File: src/rtl/multicycle_controller_if.sv
// Control bus between the multicycle controller and the register-window datapath.
// The controller side (master) reads the fetched instruction and status flags and
// drives every datapath strobe and select; the datapath side (slave) is the mirror.
interface multicycle_controller_if;
  logic [15:0] instructionIn;
  logic        Zero;
  logic        MemoryReady;
  logic        RegisterWriteDataEnable;
  logic        LoadPcEnable;
  logic        SelectBranchPc;
  logic        SelectJumpPc;
  logic        MemoryWriteDataEnable;
  logic        MemoryReadDataEnable;
  logic        SelectImm;
  logic [1:0]  Window;
  logic        Halted;
  logic        Illegal;
  logic [15:0] RetiredCount;

  modport master (
    input  instructionIn, Zero, MemoryReady,
    output RegisterWriteDataEnable, LoadPcEnable, SelectBranchPc, SelectJumpPc,
           MemoryWriteDataEnable, MemoryReadDataEnable, SelectImm,
           Window, Halted, Illegal, RetiredCount
  );

  modport slave (
    output instructionIn, Zero, MemoryReady,
    input  RegisterWriteDataEnable, LoadPcEnable, SelectBranchPc, SelectJumpPc,
           MemoryWriteDataEnable, MemoryReadDataEnable, SelectImm,
           Window, Halted, Illegal, RetiredCount
  );
endinterface

File: src/rtl/multicycle_controller.sv
// Multi-cycle control FSM for the 16-bit register-window CPU.
// Latches the fetched instruction, sequences FETCH/DECODE/EXEC/MEM/WB, decodes the
// datapath strobes from state and instruction, owns the register-window pointer,
// a sticky illegal-opcode flag and a wrapping retired-instruction counter.
// Only the instruction bits the controller decodes (opcode and window select) are
// held here; the datapath keeps its own copy of the full instruction word.
module multicycle_controller (
  input logic                     clk,
  input logic                     rst,
  multicycle_controller_if.master bus
);

  typedef enum logic [2:0] {
    FETCH,
    DECODE,
    EXEC,
    MEM,
    WB,
    HALT
  } state_e;

  localparam logic [3:0] OP_NOP   = 4'h0;
  localparam logic [3:0] OP_ALUR  = 4'h1;
  localparam logic [3:0] OP_ALUI  = 4'h2;
  localparam logic [3:0] OP_LOAD  = 4'h3;
  localparam logic [3:0] OP_STORE = 4'h4;
  localparam logic [3:0] OP_JUMP  = 4'h5;
  localparam logic [3:0] OP_BZ    = 4'h6;
  localparam logic [3:0] OP_WIN   = 4'h7;
  localparam logic [3:0] OP_HALT  = 4'hF;

  state_e      state_q, state_d;
  logic [3:0]  opcode_q;
  logic [1:0]  winSel_q;
  logic [1:0]  window_q;
  logic        illegal_q;
  logic [15:0] retired_q;

  logic opLegal;
  logic regWrite, loadPc, selBranch, selJump, memWrite, memRead, selImm;

  assign opLegal = opcode_q inside {OP_NOP, OP_ALUR, OP_ALUI, OP_LOAD, OP_STORE,
                                    OP_JUMP, OP_BZ, OP_WIN, OP_HALT};

  // Next-state and Moore strobe decode from the current state and latched opcode
  always_comb begin
    state_d   = state_q;
    regWrite  = 1'b0;
    loadPc    = 1'b0;
    selBranch = 1'b0;
    selJump   = 1'b0;
    memWrite  = 1'b0;
    memRead   = 1'b0;
    selImm    = 1'b0;
    case (state_q)
      FETCH: state_d = DECODE;
      DECODE: begin
        if (!opLegal || opcode_q == OP_NOP) begin
          loadPc  = 1'b1;
          state_d = FETCH;
        end else begin
          case (opcode_q)
            OP_JUMP: begin
              loadPc  = 1'b1;
              selJump = 1'b1;
              state_d = FETCH;
            end
            OP_WIN: begin
              loadPc  = 1'b1;
              state_d = FETCH;
            end
            OP_HALT: state_d = HALT;
            default: state_d = EXEC;
          endcase
        end
      end
      EXEC: begin
        selImm = opcode_q inside {OP_ALUI, OP_LOAD, OP_STORE};
        case (opcode_q)
          OP_BZ: begin
            loadPc    = 1'b1;
            selBranch = bus.Zero;
            state_d   = FETCH;
          end
          OP_ALUR, OP_ALUI:  state_d = WB;
          OP_LOAD, OP_STORE: state_d = MEM;
          default:           state_d = FETCH;
        endcase
      end
      MEM: begin
        case (opcode_q)
          OP_LOAD: begin
            memRead = 1'b1;
            if (bus.MemoryReady) state_d = WB;
          end
          OP_STORE: begin
            memWrite = 1'b1;
            if (bus.MemoryReady) begin
              loadPc  = 1'b1;
              state_d = FETCH;
            end
          end
          default: state_d = FETCH;
        endcase
      end
      WB: begin
        regWrite = 1'b1;
        loadPc   = 1'b1;
        selImm   = (opcode_q == OP_ALUI);
        state_d  = FETCH;
      end
      HALT:    state_d = HALT;
      default: state_d = FETCH;
    endcase
  end

  // FSM state, instruction latch, window pointer, illegal flag and retire counter
  always_ff @(posedge clk or negedge rst) begin
    if (!rst) begin
      state_q   <= FETCH;
      opcode_q  <= 4'h0;
      winSel_q  <= 2'b00;
      window_q  <= 2'b00;
      illegal_q <= 1'b0;
      retired_q <= 16'h0000;
    end else begin
      state_q <= state_d;
      if (state_q == FETCH) begin
        opcode_q <= bus.instructionIn[15:12];
        winSel_q <= bus.instructionIn[1:0];
      end
      if (state_q == DECODE && opcode_q == OP_WIN) window_q <= winSel_q;
      if (state_q == DECODE && !opLegal) illegal_q <= 1'b1;
      if (loadPc) retired_q <= retired_q + 16'd1;
    end
  end

  assign bus.RegisterWriteDataEnable = regWrite;
  assign bus.LoadPcEnable            = loadPc;
  assign bus.SelectBranchPc          = selBranch;
  assign bus.SelectJumpPc            = selJump;
  assign bus.MemoryWriteDataEnable   = memWrite;
  assign bus.MemoryReadDataEnable    = memRead;
  assign bus.SelectImm               = selImm;
  assign bus.Window                  = window_q;
  assign bus.Halted                  = (state_q == HALT);
  assign bus.Illegal                 = illegal_q;
  assign bus.RetiredCount            = retired_q;

endmodule

File: src/flat_wrapper.sv
// flat-port wrapper written by rule: the top's interface ports become plain ports
module multicycle_controller_flat 
  (clk, rst, bus_instructionIn, bus_Zero, bus_MemoryReady, bus_RegisterWriteDataEnable, bus_LoadPcEnable, bus_SelectBranchPc, bus_SelectJumpPc, bus_MemoryWriteDataEnable, bus_MemoryReadDataEnable, bus_SelectImm, bus_Window, bus_Halted, bus_Illegal, bus_RetiredCount);
  multicycle_controller_if bus_i ();
  input logic clk;
  input logic rst;
  input wire logic [$bits(bus_i.instructionIn)-1:0] bus_instructionIn;
  input wire logic [$bits(bus_i.Zero)-1:0] bus_Zero;
  input wire logic [$bits(bus_i.MemoryReady)-1:0] bus_MemoryReady;
  output wire logic [$bits(bus_i.RegisterWriteDataEnable)-1:0] bus_RegisterWriteDataEnable;
  output wire logic [$bits(bus_i.LoadPcEnable)-1:0] bus_LoadPcEnable;
  output wire logic [$bits(bus_i.SelectBranchPc)-1:0] bus_SelectBranchPc;
  output wire logic [$bits(bus_i.SelectJumpPc)-1:0] bus_SelectJumpPc;
  output wire logic [$bits(bus_i.MemoryWriteDataEnable)-1:0] bus_MemoryWriteDataEnable;
  output wire logic [$bits(bus_i.MemoryReadDataEnable)-1:0] bus_MemoryReadDataEnable;
  output wire logic [$bits(bus_i.SelectImm)-1:0] bus_SelectImm;
  output wire logic [$bits(bus_i.Window)-1:0] bus_Window;
  output wire logic [$bits(bus_i.Halted)-1:0] bus_Halted;
  output wire logic [$bits(bus_i.Illegal)-1:0] bus_Illegal;
  output wire logic [$bits(bus_i.RetiredCount)-1:0] bus_RetiredCount;
  assign bus_i.instructionIn = bus_instructionIn;
  assign bus_i.Zero = bus_Zero;
  assign bus_i.MemoryReady = bus_MemoryReady;
  assign bus_RegisterWriteDataEnable = bus_i.RegisterWriteDataEnable;
  assign bus_LoadPcEnable = bus_i.LoadPcEnable;
  assign bus_SelectBranchPc = bus_i.SelectBranchPc;
  assign bus_SelectJumpPc = bus_i.SelectJumpPc;
  assign bus_MemoryWriteDataEnable = bus_i.MemoryWriteDataEnable;
  assign bus_MemoryReadDataEnable = bus_i.MemoryReadDataEnable;
  assign bus_SelectImm = bus_i.SelectImm;
  assign bus_Window = bus_i.Window;
  assign bus_Halted = bus_i.Halted;
  assign bus_Illegal = bus_i.Illegal;
  assign bus_RetiredCount = bus_i.RetiredCount;
  multicycle_controller u_core (.clk(clk), .rst(rst), .bus(bus_i));
endmodule
File: config.mk
export PLATFORM = sky130hd
export DESIGN_NAME = multicycle_controller_flat
export DESIGN_NICKNAME = d
export VERILOG_FILES = /design/src/rtl/multicycle_controller_if.sv /design/src/rtl/multicycle_controller.sv /design/src/flat_wrapper.sv
export SDC_FILE = /design/constraint.sdc
export NUM_CORES = 1
export LEC_CHECK = 0
export BUFFER_PORTS_ARGS = -buffer_cell sky130_fd_sc_hd__buf_2
export CAP_MARGIN = 20
export CORE_MARGIN = 2
export CORE_UTILIZATION = 50
export DETAILED_ROUTE_END_ITERATION = 8
export PLACE_DENSITY_LB_ADDON = 0.15
export SYNTH_ARGS = -nofsm -noshare
export SYNTH_HDL_FRONTEND = slang
export SYNTH_SLANG_ARGS = --single-unit
File: constraint.sdc
create_clock -name clk -period 5.65 [get_ports clk]
set_input_delay 1.13 -clock clk [delete_from_list [all_inputs] [get_ports clk]]
set_output_delay 1.13 -clock clk [all_outputs]
set_load 0.05 [all_outputs]
# == Word level (Yosys, flattened, before mapping) ==
# Cells that the tools add are included.
# totals
register_bits,28
inputBits,20
output_inout_bits,27
elab_cells,58
# classes
add_sub_neg,1
eq_ne,15
mux,24
n_reduce_logical,12
# ops
operator,n
$pmux W3 S2,3
$add A16 B1 Y16 const B,1
$eq A4 B3 Y1 const B,4
$mux W1,15
$pmux W3 S5,1
$mux W3,3
$reduce_bool A9 Y1,1
$eq A4 B2 Y1 const B,2
$eq A3 B2 Y1 const B,2
$eq A3 B3 Y1 const B,2
$ne A3 B3 Y1 const B,2
$reduce_or A2 Y1,3
$eq A4 B1 Y1 const B,1
$eq A4 B4 Y1 const B,1
$logic_not A4 Y1,1
$pmux W1 S4,1
$eq A3 B1 Y1 const B,1
$logic_not A3 Y1,1
$reduce_bool A3 Y1,1
$logic_and A1 B1 Y1,2
$pmux W1 S2,1
$reduce_and A2 Y1,1
$logic_not A1 Y1,1
$logic_or A1 B1 Y1,1

# == Logic depth before layout (Yosys ltp) ==
# Gate-level depths: netlist of run 1.
# depth
depth_word,6
depth_mapped,7
ltp_nobuf,5

# == Least setup slack after synthesis of run 1 ==
# No wires, ideal clock.
# synth_timing
kind,register to output
startpoint,register u_core.state_q[0]
endpoint,output bus_MemoryReadDataEnable
arrival_time_ns,2.283
t_required_ns,4.520
path_slack_ns,2.237
path_stages_with_launch,4
path_buffers,1
cell_sequence,dfrtp_1 > clkbuf_1 > nand3_1 > nor4_1
# synth_between
elab_chain_cells,2
# synth_rtl
element,line,text
start: declaration,multicycle_controller.sv:32,"state_e state_q, state_d;"
start signal: assignment,multicycle_controller.sv:127,state_q <= state_d;
$eq A3 B2 Y1,multicycle_controller.sv:55,case (state_q)
$mux W1,multicycle_controller.sv:55,
end: declaration,flat_wrapper.sv:15,output wire logic [$bits(bus_i.MemoryReadDataEnable)-1:0] bus_MemoryReadDataEnable;
# Every way passes these cells.

# == Worst setup path in the final report of run 1 ==
# layout_timing
startpoint,input bus_MemoryReady
endpoint,output bus_LoadPcEnable
# layout_between
elab_chain_cells,3
# layout_rtl
element,line,text
start: declaration,flat_wrapper.sv:9,input wire logic [$bits(bus_i.MemoryReady)-1:0] bus_MemoryReady;
$mux W1,multicycle_controller.sv:98,if (bus.MemoryReady) begin
$mux W1,multicycle_controller.sv:91,case (opcode_q)
$pmux W1 S4,multicycle_controller.sv:55,
end: declaration,flat_wrapper.sv:11,output wire logic [$bits(bus_i.LoadPcEnable)-1:0] bus_LoadPcEnable;
# Every way passes these cells.

==> results of run 1 <==
## worst max-delay path: cells and delay by family
family | cells | cell delay (ns)
AO/OA/AOI/OAI | 2 | 0.92
buffers and inverters | 3 | 0.38
AND/OR/NAND/NOR | 1 | 0.07
## kinds of logic (layout without fill, tap and decap cells)
logic type | count (synthesis) | after routing | synth area share
simple gates | 64 | 64 | 0.259
flops | 28 | 28 | 0.449
compound gates | 21 | 21 | 0.0905
xor+xnor | 17 | 17 | 0.0954
buf+inv | 13 | 45 | 0.0457
mux | 7 | 7 | 0.0529
fa+ha+maj | 1 | 1 | 0.00801
## layout by cell type, fill, tap and decap left out, types with 2 or more instances in the layout
cell type / synthesis / layout
sky130_fd_sc_hd__a21oi_1: 6 / 6
sky130_fd_sc_hd__a31oi_1: 3 / 3
sky130_fd_sc_hd__and3_1: 6 / 6
sky130_fd_sc_hd__buf_2: 3 / 36
sky130_fd_sc_hd__clkbuf_4: 0 / 3
sky130_fd_sc_hd__dfrtp_1: 28 / 28
sky130_fd_sc_hd__inv_1: 4 / 4
sky130_fd_sc_hd__mux2_2: 6 / 6
sky130_fd_sc_hd__nand2_1: 8 / 8
sky130_fd_sc_hd__nand2b_1: 4 / 4
sky130_fd_sc_hd__nand3_1: 10 / 10
sky130_fd_sc_hd__nand3b_1: 2 / 2
sky130_fd_sc_hd__nor2_1: 9 / 9
sky130_fd_sc_hd__nor2b_1: 2 / 2
sky130_fd_sc_hd__nor3_2: 6 / 6
sky130_fd_sc_hd__nor4_1: 7 / 7
sky130_fd_sc_hd__o21ai_0: 5 / 5
sky130_fd_sc_hd__o21ai_1: 3 / 3
sky130_fd_sc_hd__xnor2_1: 4 / 4
sky130_fd_sc_hd__xor2_1: 13 / 13
## sequential cells by signal (all words and copies together), names as in the netlist
name                     count
u_core.bus.Illegal           1
u_core.bus.RetiredCount     16
u_core.bus.Window            2
u_core.opcode_q              4
u_core.state_q               3
u_core.winSel_q              2
## per-layer routing
layer  GRT usage  share of wire  up-vias
li1            -              -      599
met1       0.274           0.46      592
met2       0.304           0.50       24
met3      0.0195          0.033        2
met4      0.0667         0.0055        0
met5           0              0        -
## area by class of cell
cell class / count / area share
inverters: 5 / 0.0105
well taps: 33 / 0.0232
clock inverters: 1 / 0.0168
flip-flops and latches: 28 / 0.393
repair buffers: 36 / 0.101
multi-input cells: 110 / 0.443
clock buffers: 3 / 0.0126
## through the flow
stage | instances | total power, W | setup WS [ns] | utilization
final | 216 | 0.000338 | 2.01 | 0.594
after global routing | 216 | 0.000349 | 1.92 | 0.594
after CTS | 216 | 0.000340 | 2.02 | 0.594
after detailed placement | 212 | 0.000212 | 2.02 | 0.576
after global placement | 212 | 0.000211 | 2.02 | 0.576
after floorplan | 151 | 0.000204 | 2.24 | -
## Yosys cell counts, drive strengths merged (4+ instances only)
cell type / n
xor2: 13
inv: 5
o21ai: 8
xnor2: 4
nand3: 10
buf: 6
dfrtp: 28
nor2: 9
nand2b: 4
nand2: 8
a21oi: 6
and3: 6
nor4: 7
nor3: 8
mux2: 7
## power breakdown
| part | internal, W | total [W] | switching (W) |
|---|---|---|---|
| Sequential | 0.000200 | 0.000200 | 0 |
| Clock | 0.0000718 | 0.000131 | 0.0000591 |
| Combinational | 0.00000224 | 0.00000688 | 0.00000464 |
## path summary, 6_finish.rpt
check                                         from  cells past startpoint                          end
worst max-delay path               bus_MemoryReady                      6             bus_LoadPcEnable
worst min-delay path            u_core.bus.Illegal                      1           u_core.bus.Illegal
worst max register to register  u_core.opcode_q[3]                      5  u_core.bus.RetiredCount[11]
worst min register to register  u_core.bus.Illegal                      1           u_core.bus.Illegal
max in group asynchronous                      rst                      1  u_core.bus.RetiredCount[11]
min in group asynchronous                      rst                      1  u_core.bus.RetiredCount[13]
==> summary.md, run 1 <==
| Metric | Value |
|---|---|
| Run status | finished clean |
| Fraction of layout cells with a size suffix above 1 | 0.328 |
| Cell taking the most area after synthesis | sky130_fd_sc_hd__dfrtp_1 |
| Area growth from synthesis to layout | 14.2% |
| Routed wire length | 3070 um |
| Total via count after detailed routing | 1217 |
| Most common cell on crit path | sky130_fd_sc_hd__buf_2 |
| Die Y | 59.9 um |
| Routed wire per std cell | 14.2 um |
| Pins over their slew limit | 0 |
| Unrepaired setup endpoints after global routing | false |
| HPWL reported at the end of detailed placement | 2250 um |
| Post-synthesis average cell area | 10.3 um^2 |
| Period utilization | 0.645 |
| Most instantiated flip-flop cell in the synthesis netlist | sky130_fd_sc_hd__dfrtp_1 |
| Instance area at placement | 0.00173 mm^2 |
| Max transition margin | 0.404 |
| Initial antenna violation count | 0 |
| Worst Path Arrival | 2.51 ns |
| Htree depth | 1 |
| Highest net fanout along the worst path | 17 |
| CTS max path bufs | 2 |
| Post-route standard cell area excluding fillers | 0.00178 mm^2 |
| Area of the mapped netlist | 0.00156 mm^2 |
| Sum of negative setup slack | 0 ns |
| # nets final | 205 |
| Nature of the critical path endpoint | output pin |
| Yosys warnings | 0 |
| Final count of negative-setup-slack endpoints | 0 |
| Top-level port count | 47 |
| Hold Buf Count CTS | 0 |
| Worst EP required | 4.52 ns |
| Proportion of synthesized chip area in sequential cells | 0.449 |
| Slowest cell on crit path | sky130_fd_sc_hd__a221oi_4 |
| Number of buffers added for setup after CTS | 0 |
| Unique masters post-synth | 39 |
| Clock root buffer | sky130_fd_sc_hd__clkbuf_4 |
| Number of hold violations in the final report | 0 |
| Critical path class | input pin to output pin |
| Post-synth net total | 172 |
| Sequence of cells on the critical path | buf_2, nand3b_1, o21ai_1, a221oi_4, inv_2, buf_2 |
| Leakage power of the design | 0.926 nW |
| Ratio of total power to cell area | 190 mW/mm^2 |
| DRC violation total after the first TritonRoute iteration | 75 |
| Worst hold path class | register to register |
| Count of cells resized by post-cts repair | 0 |
| Pin count of the biggest net entering global routing | 29 |
| Std-Cell Rows | 20 |
| Avg Vias per Cell | 5.63 |
| Area occupied by registers | 701 um^2 |
| Total area of multi-input combinational cells | 790 um^2 |
| Number of synthesized flops with an enable pin | 0 |
| Cts bufs inserted | 3 |
| Total core area | 0.00300 mm^2 |
| Final Hold Slack | 0.490 ns |
| Detailed-routing iteration count for the pre-antenna-repair pass | 4 |
| Overflow left after global routing | 0 |
| Slew @ Worst Pin | 0.893 ns |
| Latest clock arrival within the worst-skew pair | 0.33 ns |
| Worst-case clock skew | 0.0163 ns |
| Dominant cells by area after synthesis | sky130_fd_sc_hd__dfrtp_1 (45%), sky130_fd_sc_hd__xor2_1 (7.3%), sky130_fd_sc_hd__mux2_2 (4.3%) |
| Starting density of the core | 0.520 |
| Max cap viols | 0 |
| Cell count after synthesis | 151 |
| #FFs+latches synth | 28 |
| CP Launch Type | input pin |
| Die Footprint | 0.00359 mm^2 |
| Number of filler cells placed in the layout | 280 |
| CP peak stage delay | 0.80 ns |
| DRC Markers | 0 |
| Area share of the largest cell type after synthesis | 0.449 |
| First-pass GRT wire length | 5200 um |
| DRT antenna net count | 0 |
| Count of buffers from port buffering | 36 |
| Final period demand of the worst path | 3.64 ns |
| Number of diodes | 0 |
| Via count of the first global-routing pass | 1112 |
| Clock input transition at the sequential cells of the worst setup and hold paths | 0.14 ns |
| Max VDD drop | 0.000159 V |
| CTS tree | built |
| Maximum operating frequency | 275 MHz |
| RD Place Congestion | 0.824 |
| Die Wd | 59.9 um |
| Overall Global Routing Usage | 0.192 |
| Post-synth ARST share | 1.00 |
| Clock sink total | 28 |
| Register-to-Register Setup Slack | 3.41 ns |
(Power assumes the default switching activity.)
==> inputs of run 2 (changes only) <==
Clock period 5.65 ns to 3.7 ns, I/O delays scaled along.
==> run 2 against run 1 <==
Effect of this change:
- via count increased by 0.25%
- sequential power increased by 53%
- final area increased by 0.42%
- global-route usage increased by 0.29 points
- die area unchanged
- flip-flop and latch count unchanged
- largest cell class unchanged
==> summary.md, run 2 (same netlist as run 1, synthesis figures left out) <==
| Metric | Value |
|---|---|
| Run status | finished clean |
| Final Hold Slack | 0.398 ns |
| Worst-case clock skew | 0.0119 ns |
| Starting density of the core | 0.520 |
| Count of placed standard cells including taps | 213 |
| Std-Cell Rows | 20 |
| Period utilization | 0.784 |
| Worst Path Arrival | 2.16 ns |
| Clock sink total | 28 |
| Number of hold violations in the final report | 0 |
| Total via count after detailed routing | 1220 |
| CP peak stage delay | 0.65 ns |
| Overflow left after global routing | 0 |
| Fraction of layout cells with a size suffix above 1 | 0.332 |
| Routed wire per std cell | 14.4 um |
| Top-level port count | 47 |
| DRC violation total after the first TritonRoute iteration | 84 |
| Clock input transition at the sequential cells of the worst setup and hold paths | 0.16 ns |
| Clock root buffer | sky130_fd_sc_hd__clkbuf_4 |
| DRC Markers | 0 |
| Worst R2R Path Depth | 6 |
| Ratio of total power to cell area | 289 mW/mm^2 |
| Critical path class | register to output pin |
| Number of diodes | 0 |
| Gate family responsible for the most delay along the worst path | flip-flops |
| First-pass GRT wire length | 5290 um |
| Cts bufs inserted | 3 |
| Detailed-routing iteration count for the pre-antenna-repair pass | 4 |
| Avg Vias per Cell | 5.62 |
| Commonest non-fill, non-tap cell in the layout | sky130_fd_sc_hd__buf_2 |
| Worst EP required | 2.96 ns |
| Leakage power of the design | 0.930 nW |
| Highest net fanout along the worst path | 17 |
| Final count of negative-setup-slack endpoints | 0 |
| Sum of negative setup slack | 0 ns |
| RD Place Congestion | 0.830 |
| Latest clock arrival within the worst-skew pair | 0.33 ns |
| Slew @ Worst Pin | 0.616 ns |
| CTS max path bufs | 2 |
| Maximum operating frequency | 345 MHz |
| Number of buffers added for setup after CTS | 0 |
| Pin count of the biggest net entering global routing | 29 |
| Most frequent cells in the layout | sky130_fd_sc_hd__buf_2 (36), sky130_fd_sc_hd__dfrtp_1 (28), sky130_fd_sc_hd__xor2_1 (13) |
| HPWL reported at the end of detailed placement | 2280 um |
| Final period demand of the worst path | 2.90 ns |
| Routed wire length | 3120 um |
| Htree depth | 1 |
| Hold Buf Count CTS | 0 |
| Via count of the first global-routing pass | 1150 |
| Max VDD drop | 0.000163 V |
| Nature of the critical path endpoint | output pin |
| Initial antenna violation count | 0 |
| Count of buffers from port buffering | 36 |
| Worst Path Buf+Inv | 3 |
| Max cap viols | 0 |
| Unrepaired setup endpoints after global routing | false |
| DRT antenna net count | 0 |
| Number of flip-flops under the largest register name | 16 |
| Pins over their slew limit | 0 |
| Worst hold path class | input pin to async pin |
| Depth of the critical timing path with buffers and inverters included | 6 |
| # nets final | 206 |
| CTS tree | built |
| Die Wd | 59.9 um |
| Max transition margin | 0.589 |
| Total core area | 0.00300 mm^2 |
| Count of cells resized by post-cts repair | 0 |
| Die Y | 59.9 um |
| Die Footprint | 0.00359 mm^2 |
| Sequence of cells on the critical path | nor3b_2, o21a_2, a221oi_4, buf_4, inv_2, buf_2 |
| CP Launch Type | register |
| Slowest cell on crit path | sky130_fd_sc_hd__dfrtp_1 |
| Number of standard cells in the layout, taps in and fillers out | 217 |
| Area growth from synthesis to layout | 14.7% |
| Overall Global Routing Usage | 0.195 |
[run 2: cell types whose count changed in the layout (fill, tap and decap cells not counted), sizes merged]
cell  before  now
buf       36   37
[run 2: layout make-up]
class,instances,area [um^2]
clock buffer,3,22.5
inverter,5,18.8
sequential,28,701
clock inverter,1,30.0
fill,285,1210
multi-input combinational,110,790
tap,33,41.3
timing repair buffer,37,188
[run 2: final timing paths]
check	slack, ns	startpoint	endpoint
max in group asynchronous	2.90	rst	u_core.bus.RetiredCount[11]
worst min register to register	0.47	u_core.bus.RetiredCount[15]	u_core.bus.RetiredCount[15]
min in group clk	0.47	u_core.bus.RetiredCount[15]	u_core.bus.RetiredCount[15]
worst max-delay path	0.80	u_core.state_q[0]	bus_LoadPcEnable
worst min-delay path	0.40	rst	u_core.bus.RetiredCount[13]
worst max register to register	1.55	u_core.state_q[0]	u_core.bus.RetiredCount[13]
[run 2: routing by layer]
layer,vias up,global-route usage,part of all wire
li1,599,-,-
met1,595,0.259,0.45
met2,22,0.329,0.50
met3,4,0.0216,0.034
met4,0,0.0667,0.0099
met5,-,0,0
[run 2: report_power, final]
part | total, W | switching (W) | internal [W]
combinational | 0.0000107 | 0.00000732 | 0.00000342
sequential | 0.000306 | 0 | 0.000306
clock | 0.000200 | 0.0000908 | 0.000110
total | 0.000517 | 0.0000981 | 0.000419
[run 2: metrics by stage]
step / worst slack, ns / area, um^2 / total power, W / utilization
5_1_grt: 0.656 / 1790 / 0.000536 / 0.596
2_1_floorplan: 0.677 / 1560 / 0.000312 / -
4_1_cts: 0.780 / 1790 / 0.000522 / 0.596
3_3_place_gp: 1.09 / 1740 / 0.000323 / 0.579
3_5_place_dp: 1.08 / 1740 / 0.000323 / 0.579
6_report: 0.799 / 1790 / 0.000517 / 0.596
